<file path="config.mk">
export PLATFORM = sky130hd
export DESIGN_NAME = uart_status_tx
export DESIGN_NICKNAME = d
export VERILOG_FILES = /design/src/rtl/osg_pkg.sv /design/src/rtl/tx_fifo.sv /design/src/rtl/uart_status_tx.sv
export SDC_FILE = /design/constraint.sdc
export NUM_CORES = 1
export LEC_CHECK = 0
export BUFFER_PORTS_ARGS = -buffer_cell sky130_fd_sc_hd__buf_2
export CORE_MARGIN = 1
export CORE_UTILIZATION = 60
export DETAILED_ROUTE_END_ITERATION = 16
export PLACE_DENSITY = 0.78
export SYNTH_ARGS = -nofsm -noshare
export SYNTH_HDL_FRONTEND = slang
export SYNTH_HIERARCHICAL = 1
export SYNTH_SLANG_ARGS = --single-unit
</file>
<file path="constraint.sdc">
create_clock -name clk_Tx -period 5 [get_ports clk_Tx]
set_clock_uncertainty 0.15 [all_clocks]
set_input_delay 1 -clock clk_Tx [delete_from_list [all_inputs] [get_ports clk_Tx]]
set_output_delay 1 -clock clk_Tx [all_outputs]
set_load 0.01 [all_outputs]
</file>
<file path="src/rtl/osg_pkg.sv">
// Shared definitions for the status UART transmitter: FSM state encoding,
// 8N1 frame constants and the bit-period calculation.
package osg_pkg;

  typedef enum logic [1:0] {
    IDLE  = 2'd0,
    START = 2'd1,
    DATA  = 2'd2,
    STOP  = 2'd3
  } state_t;

  localparam int DATA_BITS = 8;
  localparam int STOP_BITS = 1;

  // Clock cycles per serial bit, truncated; no fractional correction is applied.
  function automatic int calc_div(input int clk_hz, input int baud);
    return clk_hz / baud;
  endfunction

endpackage

</file>
<file path="src/rtl/tx_fifo.sv">
// Byte FIFO feeding the transmitter; full/empty are registered alongside
// the occupancy count so they always agree with it.
module tx_fifo #(
  parameter int FIFO_DEPTH = 4
) (
  input  logic       clk_Tx,
  input  logic       rst_n,
  input  logic       push,
  input  logic [7:0] din,
  input  logic       pop,
  output logic [7:0] dout,
  output logic       full,
  output logic       empty
);

  localparam int AW = $clog2(FIFO_DEPTH);
  localparam logic [AW:0]   CNT_ONE  = (AW+1)'(1);
  localparam logic [AW:0]   CNT_FULL = (AW+1)'(FIFO_DEPTH);
  localparam logic [AW-1:0] PTR_ONE  = AW'(1);

  logic [7:0]    r_mem [FIFO_DEPTH];
  logic [AW-1:0] r_wr_ptr;
  logic [AW-1:0] r_rd_ptr;
  logic [AW:0]   r_count;
  logic          r_full;
  logic          r_empty;
  logic [AW:0]   w_count_nxt;
  logic          w_push_ok;
  logic          w_pop_ok;

  // A write while full is dropped even if a pop frees a slot on the same edge.
  assign w_push_ok = push & ~r_full;
  assign w_pop_ok  = pop & ~r_empty;

  always_comb begin
    w_count_nxt = r_count;
    if (w_push_ok && !w_pop_ok) begin
      w_count_nxt = r_count + CNT_ONE;
    end else if (!w_push_ok && w_pop_ok) begin
      w_count_nxt = r_count - CNT_ONE;
    end
  end

  always_ff @(posedge clk_Tx or negedge rst_n) begin
    if (!rst_n) begin
      r_wr_ptr <= '0;
      r_rd_ptr <= '0;
      r_count  <= '0;
      r_full   <= 1'b0;
      r_empty  <= 1'b1;
    end else begin
      if (w_push_ok) r_wr_ptr <= r_wr_ptr + PTR_ONE;
      if (w_pop_ok)  r_rd_ptr <= r_rd_ptr + PTR_ONE;
      r_count <= w_count_nxt;
      r_full  <= (w_count_nxt == CNT_FULL);
      r_empty <= (w_count_nxt == '0);
    end
  end

  always_ff @(posedge clk_Tx) begin
    if (w_push_ok) r_mem[r_wr_ptr] <= din;
  end

  assign dout  = r_mem[r_rd_ptr];
  assign full  = r_full;
  assign empty = r_empty;

endmodule

</file>
<file path="src/rtl/uart_status_tx.sv">
// 8N1 transmitter draining a small byte FIFO toward the PC; frames run
// back-to-back while bytes are queued.
//
// state | meaning
// IDLE  | line high, waiting for a queued byte
// START | start bit (0) on the line
// DATA  | data bits, LSB first
// STOP  | stop bit (1); at its end chain straight into the next frame if queued
module uart_status_tx
  import osg_pkg::*;
#(
  parameter int CLK_HZ     = 50000000,
  parameter int BAUD       = 9600,
  parameter int FIFO_DEPTH = 4
) (
  input  logic       clk_Tx,
  input  logic       rst_n,
  input  logic [7:0] data_in,
  input  logic       wr,
  output logic       full,
  output logic       empty,
  output logic       busy,
  output logic       tx_done,
  output logic       Tx_out
);

  localparam int DIV   = calc_div(CLK_HZ, BAUD);
  localparam int CW    = (DIV > 1) ? $clog2(DIV) : 1;
  localparam int BIT_W = $clog2(DATA_BITS);
  localparam logic [CW-1:0]    BAUD_LOAD = CW'(DIV - 1);
  localparam logic [CW-1:0]    BAUD_ONE  = CW'(1);
  localparam logic [BIT_W-1:0] BIT_ONE   = BIT_W'(1);
  localparam logic [BIT_W-1:0] BIT_LAST  = BIT_W'(DATA_BITS - 1);
  localparam logic [BIT_W-1:0] STOP_LAST = BIT_W'(STOP_BITS - 1);

  state_t           r_state;
  state_t           w_state_nxt;
  logic [CW-1:0]    r_baud;
  logic [CW-1:0]    w_baud_nxt;
  logic [BIT_W-1:0] r_bit;
  logic [BIT_W-1:0] w_bit_nxt;
  logic [7:0]       r_shift;
  logic [7:0]       w_shift_nxt;
  logic             r_tx;
  logic             w_tx_nxt;
  logic             r_done;
  logic             w_done_nxt;
  logic             w_pop;
  logic             w_tc;
  logic [7:0]       w_head;

  tx_fifo #(
    .FIFO_DEPTH(FIFO_DEPTH)
  ) u_fifo (
    .clk_Tx(clk_Tx),
    .rst_n (rst_n),
    .push  (wr),
    .din   (data_in),
    .pop   (w_pop),
    .dout  (w_head),
    .full  (full),
    .empty (empty)
  );

  assign w_tc = (r_baud == '0);

  always_comb begin
    w_state_nxt = r_state;
    w_baud_nxt  = r_baud;
    w_bit_nxt   = r_bit;
    w_shift_nxt = r_shift;
    w_tx_nxt    = r_tx;
    w_done_nxt  = 1'b0;
    w_pop       = 1'b0;

    unique case (r_state)
      IDLE: begin
        w_tx_nxt = 1'b1;
        if (!empty) begin
          w_state_nxt = START;
          w_pop       = 1'b1;
          w_shift_nxt = w_head;
          w_tx_nxt    = 1'b0;
          w_baud_nxt  = BAUD_LOAD;
        end
      end

      START: begin
        if (w_tc) begin
          w_state_nxt = DATA;
          w_bit_nxt   = '0;
          w_tx_nxt    = r_shift[0];
          w_shift_nxt = r_shift >> 1;
          w_baud_nxt  = BAUD_LOAD;
        end else begin
          w_baud_nxt = r_baud - BAUD_ONE;
        end
      end

      DATA: begin
        if (w_tc) begin
          w_baud_nxt = BAUD_LOAD;
          if (r_bit == BIT_LAST) begin
            w_state_nxt = STOP;
            w_bit_nxt   = '0;
            w_tx_nxt    = 1'b1;
          end else begin
            w_bit_nxt   = r_bit + BIT_ONE;
            w_tx_nxt    = r_shift[0];
            w_shift_nxt = r_shift >> 1;
          end
        end else begin
          w_baud_nxt = r_baud - BAUD_ONE;
        end
      end

      STOP: begin
        if (w_tc) begin
          w_baud_nxt = BAUD_LOAD;
          if (r_bit == STOP_LAST) begin
            w_done_nxt = 1'b1;
            // Chain the next queued byte with no idle bit between frames.
            if (!empty) begin
              w_state_nxt = START;
              w_pop       = 1'b1;
              w_shift_nxt = w_head;
              w_tx_nxt    = 1'b0;
            end else begin
              w_state_nxt = IDLE;
              w_tx_nxt    = 1'b1;
            end
          end else begin
            w_bit_nxt = r_bit + BIT_ONE;
          end
        end else begin
          w_baud_nxt = r_baud - BAUD_ONE;
        end
      end

      default: begin
        w_state_nxt = IDLE;
        w_tx_nxt    = 1'b1;
      end
    endcase
  end

  always_ff @(posedge clk_Tx or negedge rst_n) begin
    if (!rst_n) begin
      r_state <= IDLE;
      r_baud  <= '0;
      r_bit   <= '0;
      r_shift <= '0;
      r_tx    <= 1'b1;
      r_done  <= 1'b0;
    end else begin
      r_state <= w_state_nxt;
      r_baud  <= w_baud_nxt;
      r_bit   <= w_bit_nxt;
      r_shift <= w_shift_nxt;
      r_tx    <= w_tx_nxt;
      r_done  <= w_done_nxt;
    end
  end

  assign busy    = (r_state != IDLE);
  assign tx_done = r_done;
  assign Tx_out  = r_tx;

endmodule

</file>
# --- Word level (Yosys, flattened, before mapping) ---
# Memory sizes are Yosys's and may differ from the RTL's.
# Cells that the tools add are included.
word_totals:
  reg_bits: 37
  mem_bits_rw: 32
  out_inout_bits: 5
  elab_cells: 92
  n_memories: 1
op_classes:
  addsub: 6
  n_eq_ne: 13
  n_mux: 42
  n_bitwise: 4
  reduce_logical: 15
memory_table:
  columns: ["memory", "depth", "word_bits", "rd", "rd_clocked_by_memory_dff", "write_ports", "line", "rtl"]
  rows:
  - ["u_fifo.r_mem", 4, 8, 1, 0, 1, "tx_fifo.sv:21", "logic [7:0] r_mem [FIFO_DEPTH];"]
ops:
  columns: ["operator", "n"]
  rows:
  - ["$mux W8", 6]
  - ["$pmux W8 S4", 1]
  - ["$mux W13", 2]
  - ["$pmux W13 S2", 1]
  - ["$mux W3", 7]
  - ["$ne A2 B2 Y1 const B", 8]
  - ["$mux W1", 15]
  - ["$logic_not A13 Y1", 1]
  - ["$sub A13 B1 Y13 const B", 1]
  - ["$mux W2", 6]
  - ["$reduce_and A5 Y1", 2]
  - ["$pmux W3 S3", 1]
  - ["$pmux W2 S4", 1]
  - ["$add A3 B1 Y3 const B", 2]
  - ["$eq A3 B3 Y1 const B", 2]
  - ["$logic_not A3 Y1", 2]
  - ["$reduce_and A6 Y1", 1]
  - ["$add A2 B1 Y2 const B", 2]
  - ["$eq A2 B2 Y1 const B", 2]
  - ["$pmux W1 S4", 1]
  - ["$reduce_and A4 Y1", 1]
  - ["$reduce_bool A3 Y1", 1]
  - ["$reduce_or A3 Y1", 1]
  - ["$sub A3 B1 Y3 const B", 1]
  - ["8 further kinds", 12]

# --- Longest topological paths before layout ---
# Gate-level depths: netlist of the first run.
logic_depth:
  ltp_word: 9
  mapped_depth: 10
  ltp_nobuf: 10

# --- Hierarchy ---
# The synthesis of the first run kept the hierarchy.
modules_own_cells:
  columns: ["mod", "n_inst", "cells_each", "area_per_inst_um2", "seq_area_each_um2"]
  rows:
  - ["uart_status_tx", 1, 154, 1752.9, 701.9]
  - ["tx_fifo", 1, 94, 1706.6, 1187.4]

# --- Worst setup path before layout of the first run ---
# No wires, ideal clock.
synth_path:
  path_type: "register -> register"
  from: "register r_state[0]"
  to: "register u_fifo.r_full (netlist: u_fifo/full)"
  setup_ns: 0.087
  arrival_ns: 2.157
  slack_ns: 2.606
  stages_incl_launch_ff: 10
  path_cell_list: "dfrtp_1 inv_1 ha_1 clkbuf_1 nor2_1 o21a_1 or2b_2 nor2_2 or4_4 a211oi_2"
synth_via:
  elab_chain_cells: 7
synth_lines:
  columns: ["item", "line", "rtl"]
  rows:
  - ["start, declared", "uart_status_tx.sv:36", "state_t r_state;"]
  - ["start signal, assigned", "uart_status_tx.sv:156", "r_state <= w_state_nxt;"]
  - ["$eq A2 B2 Y1 / $logic_not A2 Y1 (equally long branches)", "uart_status_tx.sv:76", "unique case (r_state)"]
  - ["$pmux W1 S2 (*)", "uart_status_tx.sv:76", null]
  - ["via w_pop", "uart_status_tx.sv:48", "logic w_pop;"]
  - ["$and A1 B1 Y1 (*)", "tx_fifo.sv:33", "assign w_pop_ok = pop & ~r_empty;"]
  - ["$logic_and A1 B1 Y1 / $logic_not A1 Y1 (equally long branches)", "tx_fifo.sv:39, tx_fifo.sv:37", null]
  - ["$mux W3 / $logic_and A1 B1 Y1 (equally long branches)", "tx_fifo.sv:39, tx_fifo.sv:37", null]
  - ["$mux W3 (*)", "tx_fifo.sv:37", "if (w_push_ok && !w_pop_ok) begin"]
  - ["$eq A3 B3 Y1 (*)", "tx_fifo.sv:55", "r_full <= (w_count_nxt == CNT_FULL);"]
  - ["end signal, assigned", "tx_fifo.sv:55", null]
  - ["end, declared", "tx_fifo.sv:25", "logic r_full;"]
# The timed path passes the listed nets; every way through them passes the cells marked *.
# A chain may end at the register's enable or synchronous reset.

# --- Worst setup path in the final report of the first run ---
layout_path:
  from: "register r_state[0]"
  to: "output port busy"
layout_via:
  elab_chain_cells: 1
layout_lines:
  columns: ["item", "line", "rtl"]
  rows:
  - ["$reduce_bool A2 Y1", "uart_status_tx.sv:165", "assign busy = (r_state != IDLE);"]
  - ["end, declared", "uart_status_tx.sv:22", "output logic busy,"]
# No other way between the ends.

==> results.sh, run 1 <==
export IMPL_die_area_mm2=0.006074
export IMPL_ys_warn_count=6
export IMPL_report_final_slew_viol_count=0
export IMPL_dieWidth_um=77.94
export IMPL_synth_top_family_by_area="simple AND/OR/NAND/NOR gates"
export IMPL_ys_seq_area_frac=0.5461
export IMPL_sequentialPowerShare=0.404
export IMPL_drtAntennaViolNets=0
export IMPL_clock_root_buffer="clkbuf_8"
export IMPL_r2r_cells=10
export IMPL_cp_data_arrival_time_ps=1550
export IMPL_p_int_mw=1.478
export IMPL_hold_viol=0
export IMPL_synth_simple_area_share=0.1392
export IMPL_synth_xor_area_share=0.02785
export IMPL_swShare=0.3517
export IMPL_ir_drop_mv=0.3553
export IMPL_numCtsBuffers=9
export IMPL_startpoint_type="register"
export IMPL_synthMuxAreaShare=0.1226
export IMPL_htreeDepth=3
export IMPL_syn_area_per_cell_um2=13.95
export IMPL_whs_endpoint="r_shift[1]$_DFFE_PN0P_"
export IMPL_reg2reg_slack_ps=2310
export IMPL_met1_usage=0.2876
export IMPL_hold_path_class="register to register"
export IMPL_final_cell_mix="dfrtp_1, edfxtp_1, nor2_1, ha_1, buf_2"
export IMPL_cpPeakStageDelay_ps=440
export IMPL_coreArea_mm2=0.005540
export IMPL_drt_iter0_markers=91
export IMPL_final_nets=294
export IMPL_via_per_inst=5.799
export IMPL_post_cts_resized=0
export IMPL_area_growth_pct=9.331
export IMPL_max_freq_ghz=0.3708
export IMPL_synth_main_ff_cell="dfrtp_1"
export IMPL_final_common_cell="dfrtp_1"
export IMPL_row_count=27
export IMPL_grt_busiest_layer="met2"
export IMPL_grt_max_degree=38
export IMPL_fin_crit_sh=0.5394
export IMPL_design_area_mm2=0.003782
export IMPL_crit_chain="inv_1, ha_1, inv_1, buf_2"
export IMPL_crit_type="register to primary output"
export IMPL_clkSlewWorstSetupHoldPaths_ps=70
export IMPL_grt_setup_unrepaired="no"
export IMPL_n_antenna_cell=0
export IMPL_ys_seq_elements=69
export IMPL_tightest_slew_ps=830.3
export IMPL_fp_dieH_um=77.94
export IMPL_cp_slowest_cell="dfrtp_1"
export IMPL_postSynthCellCount=248
export IMPL_gp_congestion=0.7725
export IMPL_dp_hpwl_mm=3.901
export IMPL_synth_edf_count=32
export IMPL_fillCellCount=417
export IMPL_setup_violations=0
export IMPL_grt_pass1_vias=2043
export IMPL_layout_min_cycle_time_ps=2697
export IMPL_worstSetupEndpointType="primary output"
export IMPL_required_ps=3850
export IMPL_wl_mm=5.743
export IMPL_dp_slack_ps=2346
export IMPL_worst_slack_ps=2303
export IMPL_synth_fa_ha_area_frac=0.05787
export IMPL_drive_above_1_share=0.2978
export IMPL_setup_tns_ps=0
export IMPL_tritoncts="built"
export IMPL_status="complete, no violations"
export IMPL_wl_per_cell_um=16.69
export IMPL_synth_cell_type_count=61
export IMPL_p_per_area_mw_per_mm2=602.9
export IMPL_p_clk_frac=0.204
export IMPL_grt_use_met3=0.06353
export IMPL_grt_antenna_before_repair=0
export IMPL_power_share_combinational=0.391
export IMPL_r2r_start="r_baud[0]$_DFFE_PN0N_"
export IMPL_max_slew_margin=0.4465
export IMPL_cts_hold_buf=0
export IMPL_post_cts_buffers=0
export IMPL_boundaryPins=16
export IMPL_hp_start="r_shift[1]$_DFFE_PN0P_"
export IMPL_firstDrtPassIters=4
export IMPL_overflow=0
export IMPL_drc=0
export IMPL_clock_sinks=69
export IMPL_synth_compound_area_frac=0.08137
export IMPL_num_vias=1995
export IMPL_gr_usage_met2=0.3460
export IMPL_synthesis_area_mm2=0.003460
export IMPL_grt_pass1_wl_mm=9.908
export IMPL_placed_cell_area_mm2=0.003580
export IMPL_syn_nets=275
export IMPL_cp_max_fo=7
export IMPL_leakage_nw=1.527
export IMPL_min_path_cells=1
export IMPL_r2r_end="u_fifo/full$_DFF_PN0_"
export IMPL_total_power_mw=2.280
export IMPL_maxCapViolCount=0
export IMPL_clkLatencyLatePin_ps=350
export IMPL_port_buffers=15
export IMPL_synth_async_reset_ratio=0.5362
export IMPL_track_usage=0.2175
export IMPL_p_sw_mw=0.8020
export IMPL_start_util=0.6244
export IMPL_cts_buffer_depth=2
export IMPL_cp_common_cell="inv_1"
-- worst max path at each step --
stage	from	end	slack (ps)	depth (start not counted)
after floorplan	r_state[0]$_DFFE_PN0P_	u_fifo/full$_DFF_PN0_	2610	9
final	r_state[0]$_DFFE_PN0P_	busy	2300	4
after detailed placement	r_baud[0]$_DFFE_PN0N_	u_fifo/full$_DFF_PN0_	2350	10
after global placement	r_baud[0]$_DFFE_PN0N_	u_fifo/full$_DFF_PN0_	2450	10
after global routing	r_baud[0]$_DFFE_PN0N_	u_fifo/full$_DFF_PN0_	2130	10
after CTS	r_state[0]$_DFFE_PN0P_	busy	2280	4
-- final cells by class --
cell class	count	area (um2)	share of cell area
Sequential cell	69	1889	0.4995
Multi-Input combinational cell	161	1484	0.3923
Clock buffer	9	123.9	0.03275
Tap cell	72	90.09	0.02382
Clock inverter	7	78.83	0.02084
Timing Repair Buffer	15	75.07	0.01985
Inverter	11	41.29	0.01092
-- Yosys cell counts, types with 3 or more instances --
cell      count  area, um2
inv_1        11      41.29
mux4_2        8      180.2
nand2_1      13      48.80
and3_1        3      18.77
mux2_2       11      123.9
o21ai_0       5      25.02
nor2_1       16      60.06
and2_2        4      30.03
a21oi_1       6      30.03
nor2b_1       4      25.02
xor2_1        5      43.79
dfrtp_1      35      875.8
mux2_4        8      120.1
edfxtp_1     32      960.9
ha_1         16      200.2
nor3_1        4      20.02
xnor2_1       6      52.55
nand3_1       5      25.02
-- critical path, delay by kind of cell, from the launching register on --
| family | cells | cell delay (ps) |
|---|---|---|
| adders and majority gates | 1 | 410 |
| DFF | 1 | 440 |
| buffers and inverters | 3 | 360 |
-- registers in the layout, summed over array words and instances (netlist names) --
name             flops
u_fifo/r_mem        32
r_baud              13
u_fifo/empty         1
r_state              2
u_fifo/r_count       3
u_fifo/r_rd_ptr      2
tx_done              1
r_shift              8
Tx_out               1
r_bit                3
u_fifo/r_wr_ptr      2
u_fifo/full          1
-- power by group through the flow --
stage	Combinational [mW]	Sequential, mW	Clock, mW
6_report	0.892	0.922	0.466
5_1_grt	0.983	0.946	0.499
4_1_cts	0.902	0.923	0.476
3_5_place_dp	0.892	0.932	0
3_3_place_gp	0.870	0.927	0
2_1_floorplan	0.802	0.847	0
-- kinds of logic after synthesis --
group | Yosys count
flip-flops | 69
multiplexers | 27
AND/OR/NAND/NOR | 74
XOR/XNOR | 11
AO/OA/AOI/OAI | 33
adder cells (fa/ha/maj) | 16
buffers and inverters | 18
-- stage by stage --
stage	hold WS, ps	util	cells
6_report	365.0	0.6827	344
5_1_grt	385.3	0.6827	344
4_1_cts	365.0	0.6827	344
3_5_place_dp	340.7	0.6461	328
3_3_place_gp	343.9	0.6461	328
2_1_floorplan	325.7	-	248
-- metal layers --
metal | vias to the layer above | share of wire | wire length, um
li1 | 953 | - | -
met1 | 1002 | 0.45 | 2607
met2 | 35 | 0.50 | 2863
met3 | 5 | 0.038 | 218
met4 | 0 | 0.0094 | 54
met5 | - | 0 | 0
(Power assumes the default switching activity.)
==> inputs of run 2 (changes only) <==
--- a/config.mk
+++ b/config.mk
@@ -7,9 +7,9 @@
 export LEC_CHECK = 0
 export BUFFER_PORTS_ARGS = -buffer_cell sky130_fd_sc_hd__buf_2
 export CORE_MARGIN = 1
-export CORE_UTILIZATION = 60
+export CORE_UTILIZATION = 55
 export DETAILED_ROUTE_END_ITERATION = 16
-export PLACE_DENSITY = 0.78
+export PLACE_DENSITY = 0.75
 export SYNTH_ARGS = -nofsm -noshare
 export SYNTH_HDL_FRONTEND = slang
 export SYNTH_HIERARCHICAL = 1
==> constraint.sdc (replaced) <==
create_clock -name clk_Tx -period 2.3 [get_ports clk_Tx]
set_clock_uncertainty 0.15 [all_clocks]
set_input_delay 0.46 -clock clk_Tx [delete_from_list [all_inputs] [get_ports clk_Tx]]
set_output_delay 0.46 -clock clk_Tx [all_outputs]
set_load 0.01 [all_outputs]
==> run 2 against run 1 <==
Compared with the run above: the run now ends with negative setup slack left; global-route usage is 1.2 points higher; clock-buffer cell count unchanged; combinational power increased to 2.7 times the previous value; setup slack worse by 2400 ps; first-iteration DRC count increased by 5.5%; power increased by 130%; critical endpoint is now u_fifo/full$_DFF_PN0_.
==> results.sh, run 2 (synthesized netlist as in run 1, its figures left out) <==
export IMPL_dp_hpwl_mm=4.341
export IMPL_port_buffers=15
export IMPL_gp_congestion=0.7748
export IMPL_ir_drop_mv=0.7064
export IMPL_coreArea_mm2=0.005991
export IMPL_n_antenna_cell=0
export IMPL_final_cell_mix="buf_4, dfrtp_1, edfxtp_1"
export IMPL_leakage_nw=1.739
export IMPL_violations="negative setup slack"
export IMPL_clock_root_buffer="clkbuf_8"
export IMPL_clkSlewWorstSetupHoldPaths_ps=90
export IMPL_hp_start="data_in[7]"
export IMPL_fin_crit_sh=1.059
export IMPL_drt_iter0_markers=96
export IMPL_cts_buffer_depth=2
export IMPL_htreeDepth=3
export IMPL_drc=0
export IMPL_hold_path_class="primary input to register"
export IMPL_dp_cells=359
export IMPL_whs_endpoint="u_fifo/r_mem[2][7]$_DFFE_PP_"
export IMPL_wl_per_cell_um=17.37
export IMPL_top_regs="u_fifo/r_mem x32, r_baud x13, r_shift x8"
export IMPL_required_ps=2420
export IMPL_grt_antenna_before_repair=0
export IMPL_max_freq_ghz=0.4105
export IMPL_r2r_end="u_fifo/full$_DFF_PN0_"
export IMPL_multi_input_area_mm2=0.001523
export IMPL_top_register="u_fifo/r_mem"
export IMPL_grt_setup_unrepaired="yes"
export IMPL_setup_tns_ps=-321.5
export IMPL_row_count=28
export IMPL_die_area_mm2=0.006611
export IMPL_cp_data_arrival_time_ps=2550
export IMPL_clock_sinks=69
export IMPL_seqCellArea_mm2=0.001889
export IMPL_grt_pass1_vias=2232
export IMPL_reg2reg_slack_ps=-140
export IMPL_tightest_slew_ps=458.6
export IMPL_report_final_slew_viol_count=0
export IMPL_clkLatencyLatePin_ps=360
export IMPL_track_usage=0.2292
export IMPL_status="finished with violations"
export IMPL_p_per_area_mw_per_mm2=1267
export IMPL_fin_cells=391
export IMPL_grt_max_degree=38
export IMPL_r2r_start="r_baud[0]$_DFFE_PN0N_"
export IMPL_hold_viol=0
export IMPL_worst_slack_ps=-136.3
export IMPL_grt_pass1_wl_mm=10.76
export IMPL_fillCellCount=415
export IMPL_final_nets=338
export IMPL_setup_violations=4
export IMPL_via_per_inst=5.535
export IMPL_drtAntennaViolNets=0
export IMPL_fin_util=0.6940
export IMPL_boundaryPins=16
export IMPL_numCtsBuffers=9
export IMPL_drive_above_1_share=0.4241
export IMPL_start_util=0.5775
export IMPL_max_slew_margin=0.6917
export IMPL_overflow=0
export IMPL_wl_mm=6.791
export IMPL_dp_slack_ps=-127.1
export IMPL_min_path_cells=1
export IMPL_worstSetupEndpointType="register"
export IMPL_maxCapViolCount=0
export IMPL_r2r_cells=10
export IMPL_tritoncts="built"
export IMPL_total_power_mw=5.266
export IMPL_firstDrtPassIters=5
export IMPL_largest_reg_flops=32
export IMPL_dieWidth_um=81.31
export IMPL_num_vias=2164
export IMPL_fp_dieH_um=81.31
export IMPL_area_growth_pct=20.18
export IMPL_layout_min_cycle_time_ps=2436
export IMPL_cp_max_fo=4
export IMPL_crit_type="register to register"
export IMPL_worstSetupStartpoint="r_baud[0]$_DFFE_PN0N_"
export IMPL_final_common_cell="buf_4"
export IMPL_startpoint_type="register"
## run 2: cell count changes in the layout (fill, tap and decap cells not counted), sizes merged
| cell | previous run | this run |
|---|---|---|
| bufinv | 1 | 0 |
| clkinvlp | 0 | 1 |
| dlygate4sd3 | 0 | 1 |
| buf | 15 | 58 |
## run 2: report_power, final
part | switching, mW | internal [mW]
registers | 0.239 | 1.65
clock network | 0.540 | 0.413
logic | 1.14 | 1.29
total | 1.92 | 3.35
## run 2: worst max-delay path by stage
stage	to	cells after the start
floorplan	u_fifo/full$_DFF_PN0_	10
global placement	u_fifo/full$_DFF_PN0_	10
detailed placement	u_fifo/full$_DFF_PN0_	10
CTS	u_fifo/full$_DFF_PN0_	10
global route	u_fifo/full$_DFF_PN0_	10
finish	u_fifo/full$_DFF_PN0_	10
## run 2: timing repair
action,in CTS,in global routing
hold endpoints to repair,35,0
setup buffers,15,3
hold buffers,1,0
setup endpoints to repair,4,7
pin swaps,2,5
resized for setup,7,6
## run 2: through the flow
step	area, um2	hold WS, ps
after floorplan	3461	14.41
after global placement	3806	290.7
after detailed placement	3806	291.2
after CTS	4131	144.9
after global routing	4158	145.9
final	4158	155.5
## run 2: critical path, stage by stage (launching register included)
cell and delay, ps:
dfrtp_1 400, inv_2 90, ha_4 130, nor4b_4 190, nand3_1 140, nor2_2 150, o21a_1 190, and2b_2 210
nor2_2 50, or4_4 430, a211oi_2 210
## run 2: cell type report
type,count,share of cell area
clock buffers,9,0.02979
inverters,11,0.009931
multi-input cells,161,0.3662
flip-flops and latches,69,0.4544
clock inverters,7,0.01505
well taps,75,0.02257
repair buffers,59,0.1020
## run 2: layer usage
layer  vias to the layer above  global-route usage  wire length [um]
li1                       1036                   -                 -
met1                      1074              0.2871              3022
met2                        42              0.3700              3422
met3                        12             0.05618               206
met4                         0              0.1125               140
met5                         -                   0                 0
==> inputs of run 3 (changes only) <==
--- a/config.mk
+++ b/config.mk
@@ -10,6 +10,7 @@
 export CORE_UTILIZATION = 55
 export DETAILED_ROUTE_END_ITERATION = 16
 export PLACE_DENSITY = 0.75
+export REMOVE_ABC_BUFFERS = 1
 export SYNTH_ARGS = -nofsm -noshare
 export SYNTH_HDL_FRONTEND = slang
 export SYNTH_HIERARCHICAL = 1
==> run 3 against run 2 <==
Compared with the run above: largest power group unchanged; the run still ends with negative setup slack left; highest routed layer unchanged; design area down 0.96%; critical endpoint unchanged; first-iteration DRC count rose by 46%; sequential share of layout area increased by 0.44 points.
==> results.sh, run 3 (synthesized netlist as in run 1, its figures left out) <==
export IMPL_max_freq_ghz=0.4150
export IMPL_cp_top_family="simple AND/OR/NAND/NOR gates"
export IMPL_p_int_mw=3.328
export IMPL_max_slew_margin=0.6731
export IMPL_grt_pass1_wl_mm=10.49
export IMPL_path_depth=10
export IMPL_fp_dieH_um=81.31
export IMPL_cpPeakStageDelay_ps=430
export IMPL_status="finished with violations"
export IMPL_reg2reg_slack_ps=-110
export IMPL_dp_cells=357
export IMPL_worstSetupStartpoint="r_baud[0]$_DFFE_PN0N_"
export IMPL_grt_setup_unrepaired="yes"
export IMPL_drive_above_1_share=0.4207
export IMPL_firstDrtPassIters=4
export IMPL_cts_buffer_depth=2
export IMPL_largest_reg_flops=32
export IMPL_numCtsBuffers=9
export IMPL_sequentialPowerShare=0.361
export IMPL_r2r_end="u_fifo/full$_DFF_PN0_"
export IMPL_p_sw_mw=1.896
export IMPL_drt_iter0_markers=140
export IMPL_final_common_cell="buf_4"
export IMPL_dp_hpwl_mm=4.480
export IMPL_final_nets=331
export IMPL_grt_antenna_before_repair=0
export IMPL_fin_cells=384
export IMPL_maxCapViolCount=0
export IMPL_layout_min_cycle_time_ps=2410
export IMPL_final_cell_mix="buf_4, dfrtp_1, edfxtp_1"
export IMPL_clock_root_buffer="clkbuf_8"
export IMPL_placed_cell_area_mm2=0.003779
export IMPL_cp_data_arrival_time_ps=2520
export IMPL_drtAntennaViolNets=0
export IMPL_worst_slack_ps=-109.6
export IMPL_die_area_mm2=0.006611
export IMPL_cp_slowest_cell="or4_4"
export IMPL_total_power_mw=5.224
export IMPL_crit_type="register to register"
export IMPL_worstSetupEndpointType="register"
export IMPL_boundaryPins=16
export IMPL_grt_max_degree=38
export IMPL_cp_max_fo=3
export IMPL_startpoint_type="register"
export IMPL_r2r_cells=10
export IMPL_leakage_nw=1.711
export IMPL_top_register="u_fifo/r_mem"
export IMPL_gp_congestion=0.8564
export IMPL_tightest_slew_ps=490.3
export IMPL_start_util=0.5775
export IMPL_top_regs="u_fifo/r_mem x32, r_baud x13, r_shift x8"
export IMPL_wl_per_cell_um=17.11
export IMPL_r2r_start="r_baud[0]$_DFFE_PN0N_"
export IMPL_hold_viol=0
export IMPL_wl_mm=6.569
export IMPL_p_clk_frac=0.181
export IMPL_num_vias=2165
export IMPL_row_count=28
export IMPL_critPathBufInv=1
export IMPL_required_ps=2410
export IMPL_clkSlewWorstSetupHoldPaths_ps=80
export IMPL_report_final_slew_viol_count=0
export IMPL_clkLatencyLatePin_ps=350
export IMPL_crit_end="u_fifo/full$_DFF_PN0_"
export IMPL_fillCellCount=420
export IMPL_violations="negative setup slack"
export IMPL_overflow=0
export IMPL_coreArea_mm2=0.005991
export IMPL_ir_drop_mv=0.7393
export IMPL_port_buffers=15
export IMPL_p_per_area_mw_per_mm2=1269
export IMPL_n_antenna_cell=0
export IMPL_crit_chain="inv_2, ha_4, nor4b_4, nand3_2, nor2_4, o21a_1, and2b_2, nor2_1, or4_4, a211oi_2"
export IMPL_swShare=0.3630
export IMPL_hold_path_class="primary input to register"
export IMPL_design_area_mm2=0.004118
export IMPL_track_usage=0.2220
export IMPL_dp_slack_ps=-158.6
export IMPL_setup_violations=2
export IMPL_via_per_inst=5.638
export IMPL_grt_pass1_vias=2211
export IMPL_htreeDepth=3
export IMPL_clock_sinks=69
export IMPL_fin_crit_sh=1.048
export IMPL_power_share_combinational=0.458
export IMPL_drc=0
export IMPL_area_growth_pct=19.02
export IMPL_dieWidth_um=81.31
export IMPL_tritoncts="built"
## run 3: how the worst min path moves through the flow
stage / from / end / slack [ps] / cells after the start
after floorplan: rst_n / r_baud[0]$_DFFE_PN0N_ / 10 / 0
after global placement: r_shift[7]$_DFFE_PN0P_ / r_shift[7]$_DFFE_PN0P_ / 340 / 1
after detailed placement: r_shift[4]$_DFFE_PN0P_ / r_shift[4]$_DFFE_PN0P_ / 340 / 1
after CTS: data_in[6] / u_fifo/r_mem[3][6]$_DFFE_PP_ / 150 / 1
after global routing: data_in[4] / u_fifo/r_mem[1][4]$_DFFE_PP_ / 160 / 1
final: data_in[6] / u_fifo/r_mem[3][6]$_DFFE_PP_ / 170 / 1
## run 3: per-stage QoR
stage	setup TNS, ps	util	hold WS (ps)
after floorplan	-78.56	-	14.41
after global placement	-21.84	0.6307	339.1
after detailed placement	-487.7	0.6307	343.6
after CTS	-83.17	0.6765	152.9
after global routing	-449.0	0.6873	163.2
final	-145.8	0.6873	168.2
## run 3: worst reg2reg max path, cell delays in order (launching register included)
cell,delay [ps]
dfrtp_1,400
inv_2,80
ha_4,130
nor4b_4,250
nand3_2,150
nor2_4,120
o21a_1,160
and2b_2,180
nor2_1,80
or4_4,430
a211oi_2,200
## run 3: power by group through the flow
stage / Sequential, mW / Combinational, mW / Clock (mW)
floorplan: 1.94 / 1.60 / 0
global placement: 1.88 / 2.19 / 0
detailed placement: 1.90 / 2.26 / 0
CTS: 1.88 / 2.31 / 0.969
global route: 1.91 / 2.60 / 1.01
finish: 1.88 / 2.39 / 0.947
## run 3: cell type report
cell class / count / area, um2 / area share
Sequential cell: 69 / 1889 / 0.4588
Clock buffer: 9 / 123.9 / 0.03008
Timing Repair Buffer: 52 / 355.3 / 0.08630
Clock inverter: 7 / 65.06 / 0.01580
Multi-Input combinational cell: 161 / 1549 / 0.3762
Tap cell: 75 / 93.84 / 0.02279
Inverter: 11 / 41.29 / 0.01003
## run 3: routing by layer
| metal | wire (um) | GRT usage | share of wire |
|---|---|---|---|
| met3 | 150 | 0.04270 | 0.023 |
| met4 | 145 | 0.1179 | 0.022 |
| met5 | 0 | 0 | 0 |
| met1 | 2959 | 0.2836 | 0.45 |
| met2 | 3313 | 0.3567 | 0.50 |
## run 3: what timing repair did
action | CTS | global route
gates resized for setup | 5 | 14
hold buffers | 1 | 0
endpoints found under the hold margin | 3 | 0
setup endpoints to repair | 4 | 6
pin swaps | 5 | 4
buffers inserted | 9 | 1
